$ cat src/rtl/date_day_pkg.sv
// Shared definitions for the day-of-week sequencing controller: command codes,
// request range limits, error day code and the controller state encoding.
package date_day_pkg;

    localparam logic [7:0] CMD_IDLE     = 8'h00;
    localparam logic [7:0] CMD_WR_YEAR  = 8'h05;
    localparam logic [7:0] CMD_WR_MONTH = 8'h09;
    localparam logic [7:0] CMD_WR_DATE  = 8'h0D;
    localparam logic [7:0] CMD_RD_DAY   = 8'h03;

    localparam logic [15:0] YEAR_MIN  = 16'd1900;
    localparam logic [15:0] YEAR_MAX  = 16'd2019;
    localparam logic [15:0] MONTH_MAX = 16'd12;
    localparam logic [15:0] DATE_MAX  = 16'd31;

    localparam logic [2:0] DAY_ERR = 3'd7;

    typedef enum logic [3:0] {
        ST_IDLE,
        ST_WR_YEAR,
        ST_GAP1,
        ST_WR_MONTH,
        ST_GAP2,
        ST_WR_DATE,
        ST_GAP3,
        ST_RD_DAY,
        ST_RESP
    } state_t;

    // Command presented to the day-of-week unit while in a given state.
    function automatic logic [7:0] state_cmd(input state_t st);
        case (st)
            ST_WR_YEAR:  return CMD_WR_YEAR;
            ST_WR_MONTH: return CMD_WR_MONTH;
            ST_WR_DATE:  return CMD_WR_DATE;
            ST_RD_DAY:   return CMD_RD_DAY;
            default:     return CMD_IDLE;
        endcase
    endfunction

endpackage

$ cat src/rtl/date_day_range_chk.sv
// Combinational validator: flags a (year, month, date) request that the
// day-of-week unit can handle.
module date_day_range_chk
    import date_day_pkg::*;
(
    input  logic [15:0] year,
    input  logic [15:0] month,
    input  logic [15:0] date,
    output logic        in_range
);

    logic year_ok;
    logic month_ok;
    logic date_ok;

    assign year_ok  = (year >= YEAR_MIN) && (year <= YEAR_MAX);
    assign month_ok = (month >= 16'd1) && (month <= MONTH_MAX);
    assign date_ok  = (date >= 16'd1) && (date <= DATE_MAX);
    assign in_range = year_ok && month_ok && date_ok;

endmodule

$ cat src/rtl/date_day_ctrl.sv
// Sequences a (year, month, date) request through the day-of-week unit's
// write-year / write-month / write-date / read-day commands and returns the day.
module date_day_ctrl
    import date_day_pkg::*;
#(
    parameter int SETTLE_CYCLES = 2,
    parameter int GAP_CYCLES    = 1
) (
    input  logic        Clk,
    input  logic        Reset_n,
    input  logic        Req_valid,
    output logic        Req_ready,
    input  logic [15:0] Req_year,
    input  logic [15:0] Req_month,
    input  logic [15:0] Req_date,
    output logic        Resp_valid,
    input  logic        Resp_ready,
    output logic [2:0]  Resp_day,
    output logic        Resp_error,
    output logic [7:0]  Dd_command,
    output logic [15:0] Dd_data_in,
    input  logic [15:0] Dd_data_out
);

    localparam int MAX_HOLD = (SETTLE_CYCLES > GAP_CYCLES) ? SETTLE_CYCLES : GAP_CYCLES;
    localparam int CNT_W    = (MAX_HOLD > 1) ? $clog2(MAX_HOLD) : 1;
    localparam logic [CNT_W-1:0] SETTLE_LOAD = CNT_W'(SETTLE_CYCLES - 1);
    localparam logic [CNT_W-1:0] GAP_LOAD    = CNT_W'(GAP_CYCLES - 1);

    state_t           state_reg, state_next;
    logic [CNT_W-1:0] cnt_reg, cnt_next;
    logic [15:0]      month_reg, month_next;
    logic [15:0]      date_reg, date_next;
    logic [15:0]      data_in_reg, data_in_next;
    logic [2:0]       resp_day_reg, resp_day_next;
    logic             resp_error_reg, resp_error_next;
    logic             in_range;
    logic             cnt_done;

    date_day_range_chk u_range_chk (
        .year     (Req_year),
        .month    (Req_month),
        .date     (Req_date),
        .in_range (in_range)
    );

    assign cnt_done = (cnt_reg == '0);

    always_ff @(posedge Clk or negedge Reset_n) begin
        if (!Reset_n) begin
            state_reg      <= ST_IDLE;
            cnt_reg        <= '0;
            month_reg      <= '0;
            date_reg       <= '0;
            data_in_reg    <= '0;
            resp_day_reg   <= '0;
            resp_error_reg <= 1'b0;
        end else begin
            state_reg      <= state_next;
            cnt_reg        <= cnt_next;
            month_reg      <= month_next;
            date_reg       <= date_next;
            data_in_reg    <= data_in_next;
            resp_day_reg   <= resp_day_next;
            resp_error_reg <= resp_error_next;
        end
    end

    // The hold counter free-runs down to zero; each state leaves on zero and
    // reloads it for the state it enters.
    always_comb begin
        state_next      = state_reg;
        cnt_next        = cnt_done ? cnt_reg : cnt_reg - 1'b1;
        month_next      = month_reg;
        date_next       = date_reg;
        data_in_next    = data_in_reg;
        resp_day_next   = resp_day_reg;
        resp_error_next = resp_error_reg;

        case (state_reg)
            ST_IDLE: begin
                if (Req_valid) begin
                    month_next = Req_month;
                    date_next  = Req_date;
                    if (in_range) begin
                        state_next   = ST_WR_YEAR;
                        cnt_next     = SETTLE_LOAD;
                        data_in_next = Req_year;
                    end else begin
                        state_next      = ST_RESP;
                        resp_day_next   = DAY_ERR;
                        resp_error_next = 1'b1;
                    end
                end
            end
            ST_WR_YEAR: begin
                if (cnt_done) begin
                    state_next = ST_GAP1;
                    cnt_next   = GAP_LOAD;
                end
            end
            ST_GAP1: begin
                if (cnt_done) begin
                    state_next   = ST_WR_MONTH;
                    cnt_next     = SETTLE_LOAD;
                    data_in_next = month_reg;
                end
            end
            ST_WR_MONTH: begin
                if (cnt_done) begin
                    state_next = ST_GAP2;
                    cnt_next   = GAP_LOAD;
                end
            end
            ST_GAP2: begin
                if (cnt_done) begin
                    state_next   = ST_WR_DATE;
                    cnt_next     = SETTLE_LOAD;
                    data_in_next = date_reg;
                end
            end
            ST_WR_DATE: begin
                if (cnt_done) begin
                    state_next = ST_GAP3;
                    cnt_next   = GAP_LOAD;
                end
            end
            ST_GAP3: begin
                if (cnt_done) begin
                    state_next   = ST_RD_DAY;
                    cnt_next     = SETTLE_LOAD;
                    data_in_next = '0;
                end
            end
            ST_RD_DAY: begin
                // Sample only on the last settle cycle so the unit's output is stable.
                if (cnt_done) begin
                    state_next = ST_RESP;
                    if (Dd_data_out <= 16'd6) begin
                        resp_day_next   = Dd_data_out[2:0];
                        resp_error_next = 1'b0;
                    end else begin
                        resp_day_next   = DAY_ERR;
                        resp_error_next = 1'b1;
                    end
                end
            end
            ST_RESP: begin
                if (Resp_ready) begin
                    state_next = ST_IDLE;
                end
            end
            default: begin
                state_next = ST_IDLE;
            end
        endcase
    end

    assign Req_ready  = (state_reg == ST_IDLE);
    assign Resp_valid = (state_reg == ST_RESP);
    assign Resp_day   = resp_day_reg;
    assign Resp_error = resp_error_reg;
    assign Dd_command = state_cmd(state_reg);
    assign Dd_data_in = data_in_reg;

endmodule

$ cat config.mk
export PLATFORM = sky130hd
export DESIGN_NAME = date_day_ctrl
export DESIGN_NICKNAME = d
export VERILOG_FILES = /design/src/rtl/date_day_pkg.sv /design/src/rtl/date_day_range_chk.sv /design/src/rtl/date_day_ctrl.sv
export SDC_FILE = /design/constraint.sdc
export NUM_CORES = 1
export LEC_CHECK = 0
export BUFFER_PORTS_ARGS = -buffer_cell sky130_fd_sc_hd__buf_4
export CAP_MARGIN = 20
export CORE_MARGIN = 1
export CORE_UTILIZATION = 53
export DETAILED_ROUTE_END_ITERATION = 8
export PLACE_DENSITY = 0.84
export SYNTH_ARGS = -nofsm -noshare
export SYNTH_HDL_FRONTEND = slang
export SYNTH_HIERARCHICAL = 1
export SYNTH_SLANG_ARGS = --single-unit
$ cat constraint.sdc
create_clock -name Clk -period 2.4 [get_ports Clk]
set_input_delay 0.24 -clock Clk [delete_from_list [all_inputs] [get_ports Clk]]
set_output_delay 0.24 -clock Clk [all_outputs]
set_load 0.01 [all_outputs]
==> key figures <==
Drt
  – DR iter-0 viols: 198
  – Routed length per instance: 16.99 um
  – Total wire length: 6.540 mm
  – Vias: 2,177
  – DR DRC count: 0
  – Vias/cell: 5.655
  – Post-DRT Antenna Nets: 0
  – Drt pass-1 iters: 4

Power
  – Clk pwr share: 33.9%
  – Combinational Power Share: 15.1%
  – VDD IR max: 0.5303 mV
  – Pint: 1.741 mW
  – Switch Pwr: 0.5382 mW
  – Sequential cell fraction of total power: 51.0%
  – Sw frac: 23.62%
  – Power Density: 626.1 nW/um^2
  – P_leak: 1.794 nW
  – Pwr Total: 2.279 mW

Min path
  – Hold wc startpoint: Req_month[9]
  – WHS Path Cells: 2
  – Hold crit path type: primary input to register
  – Hold path endpoint: month_reg[9]

Floorplanning
  – Die W: 73.59 um
  – Die ar.: 5415 sq um
  – Rows: 25
  – Die Y: 73.59 um
  – Io pins: 98
  – Initial core utilization: 56.39%
  – Core box area: 4817 sq um

Global routing
  – GRT Overall Usage: 26.11%
  – Initial antenna violation count: 0
  – Number of global-route vias before repair: 2,235
  – First-pass GRT wire length: 10.26 mm
  – Gr ovfl total: 0
  – Largest net degree at the start of global routing: 58

Synth
  – Post-synth EDFFs: 0
  – Post-Synthesis Cells: 218
  – Synth async-reset ratio: 100.0%
  – Synthesis Warnings: 6
  – Mean post-synth cell area: 12.46 sq um
  – Top cells by area, synth: dfrtp_1 (53%), mux2_2 (13%), mux2i_1 (6.3%)
  – Largest area contributor in the netlist: dfrtp_1
  – Post-synthesis sequential area ratio: 52.51%
  – Yosys top cell area share: 52.51%
  – Cell Area, Synth: 2716 sq um
  – Seq cells post-synth: 57
  – Ys flop type: dfrtp_1
  – Distinct cells, synth: 37

Job
  – Max cap viols: 0

Final layout
  – Fin util: 75.56%
  – Synth-to-layout area growth: 33.99%
  – # diodes: 0
  – Layout Nets: 384
  – Fillers: 348
  – Most frequent cells in the layout: buf_4 (97), dfrtp_1 (57), mux2_2 (32), inv_1 (21), mux2i_1 (17)
  – Share of post-route cells with drive strength above 1: 46.86%
  – Final Non-Filler Cells: 385
  – Most common cell after layout, fill and taps aside: buf_4

Setup path
  – Reg-to-reg startpoint: state_reg[1]
  – CP startpoint kind: primary input
  – Largest delay contributor family on the critical path: simple AND/OR/NAND/NOR gates
  – Setup Crit Path Kind: primary input to register
  – CP max-delay cell: nor4_1
  – Crit-path max cell delay: 0.55 ns
  – Critical Path AT: 2.16 ns
  – Terminus of the critical flop-to-flop path: month_reg[12]
  – CP Cell Sequence: buf_4, nor4b_2, and3_1, nand4_1, nor4_1, inv_1, o22a_1, buf_12, mux2i_1
  – WP buf/inv: 3
  – Worst R2R Path Depth: 4
  – CP max FO: 16
  – CP endpoint kind: register
  – Critical Path RT: 2.59 ns
  – Reg2reg setup slack: 0.60 ns

STA
  – Slew @ Worst Pin: 0.7119 ns
  – Setup slack after layout: 0.4374 ns
  – Worst relative slew slack: 52.54%
  – Setup violations, final: 0
  – Final TNS setup: 0 ns
  – RSZ-0062 raised after global routing: no
  – Min Tclk post-route: 1.963 ns
  – Fin crit share: 81.77%
  – Slew Limit Fails: 0
  – Final Hold Viols: 0
  – Max frequency: 509.5 MHz
  – Clock skew: 0.002038 ns

Placed design
  – Placer Congestion: 0.7963
  – Setup WS pre-CTS: 0.09701 ns
  – Port Buffers: 93
  – Dpl cells: 371
  – Dpl hpwl: 4.809 mm

CTS
  – Clk root buf: clkbuf_8
  – CTS Sinks: 57
  – Post-CTS Setup Inserts: 0
  – CTS H-tree depth: 3
  – CTS max path bufs: 2
  – CTS clk-pin slew, worst paths: 0.06 ns
  – CTS tree: done
  – Inserted Clock Buffers: 9
  – Clock Latency Late Sink: 0.32 ns

Status
  – Status: finished clean
[how the worst max path moves through the flow]
stage,start,slack (ns),cells after the start,end
after floorplan,Req_date[12],0.47,9,Dd_data_in[0]
final,Req_date[12],0.44,9,Dd_data_in[11]
after CTS,Req_date[12],0.45,9,Dd_data_in[7]
after global routing,Req_date[12],0.25,9,Dd_data_in[14]
after global placement,Req_month[11],0.17,8,Dd_data_in[13]
after detailed placement,Req_date[12],0.1,9,Dd_data_in[11]
[worst register-to-register path, delay by kind of cell (launching register included)]
kind                   cells  cell delay (ns)
flip-flops                 1             0.53
multiplexers               1             0.34
buffers and inverters      1             0.27
AND/OR/NAND/NOR            2             0.54
[cell families (layout without fill, tap and decap cells)]
logic type | count (synthesis) | count (layout) | share of synthesized area (%)
xor gates and xnor gates | 3 | 3 | 0.9675
AOI/OAI and AO/OA | 29 | 29 | 9.350
DFF | 57 | 57 | 52.51
muxes | 49 | 49 | 19.53
and+or+nand+nor | 43 | 43 | 10.96
other | 1 | 4 | 0.1381
buffers and inverters | 36 | 133 | 6.541
[what timing repair did]
action,CTS,global route
hold buffers,1,0
resized for setup,0,0
endpoints found under the hold margin,57,0
setup endpoints to repair,0,0
[power groups by stage]
stage	registers, mW	logic (mW)	clock network (mW)
after global placement	1.17	0.333	0
after global routing	1.18	0.375	0.838
final	1.16	0.345	0.772
after detailed placement	1.18	0.345	0
after floorplan	1.14	0.202	0
after CTS	1.16	0.347	0.789
[routing by layer]
| layer | GRT usage (%) | share of wire (%) | vias to the layer above |
|---|---|---|---|
| li1 | - | - | 997 |
| met3 | 8.368 | 8.9 | 14 |
| met5 | 0 | 0 | - |
| met2 | 44.44 | 50 | 120 |
| met4 | 9.615 | 1.8 | 0 |
| met1 | 30.90 | 39 | 1046 |
[final cells by class]
class	instances	area (sq um)	area share, %
inverter	21	78.83	2.166
sequential	57	1426	39.19
tap	67	83.83	2.303
clock buffer	13	168.9	4.641
timing repair buffer	99	758.2	20.83
multi-input combinational	128	1124	30.87
[per-stage QoR]
step,hold WS (ns),area (sq um)
after CTS,0.1457,3640
after floorplan,-0.05559,2728
after detailed placement,0.3308,3461
final,0.1568,3640
after global routing,0.1443,3640
after global placement,0.3386,3461
[cells in the mapped netlist, types with 2 or more instances]
library cell	instances
nor2_1	9
buf_6	3
buf_4	4
nor2b_1	2
nor4b_1	2
or4_1	2
inv_1	21
a31oi_1	2
buf_2	4
nor3_1	3
nand2_1	4
a222oi_1	16
mux2i_1	17
nand2b_1	2
nor4_2	2
xnor2_1	2
dfrtp_1	57
mux2_2	32
nor4b_2	3
clkbuf_1	4
nand4_1	2
a2bb2oi_1	4
o22ai_1	2
nor4_1	6
Power figures use the tool's default switching activity.
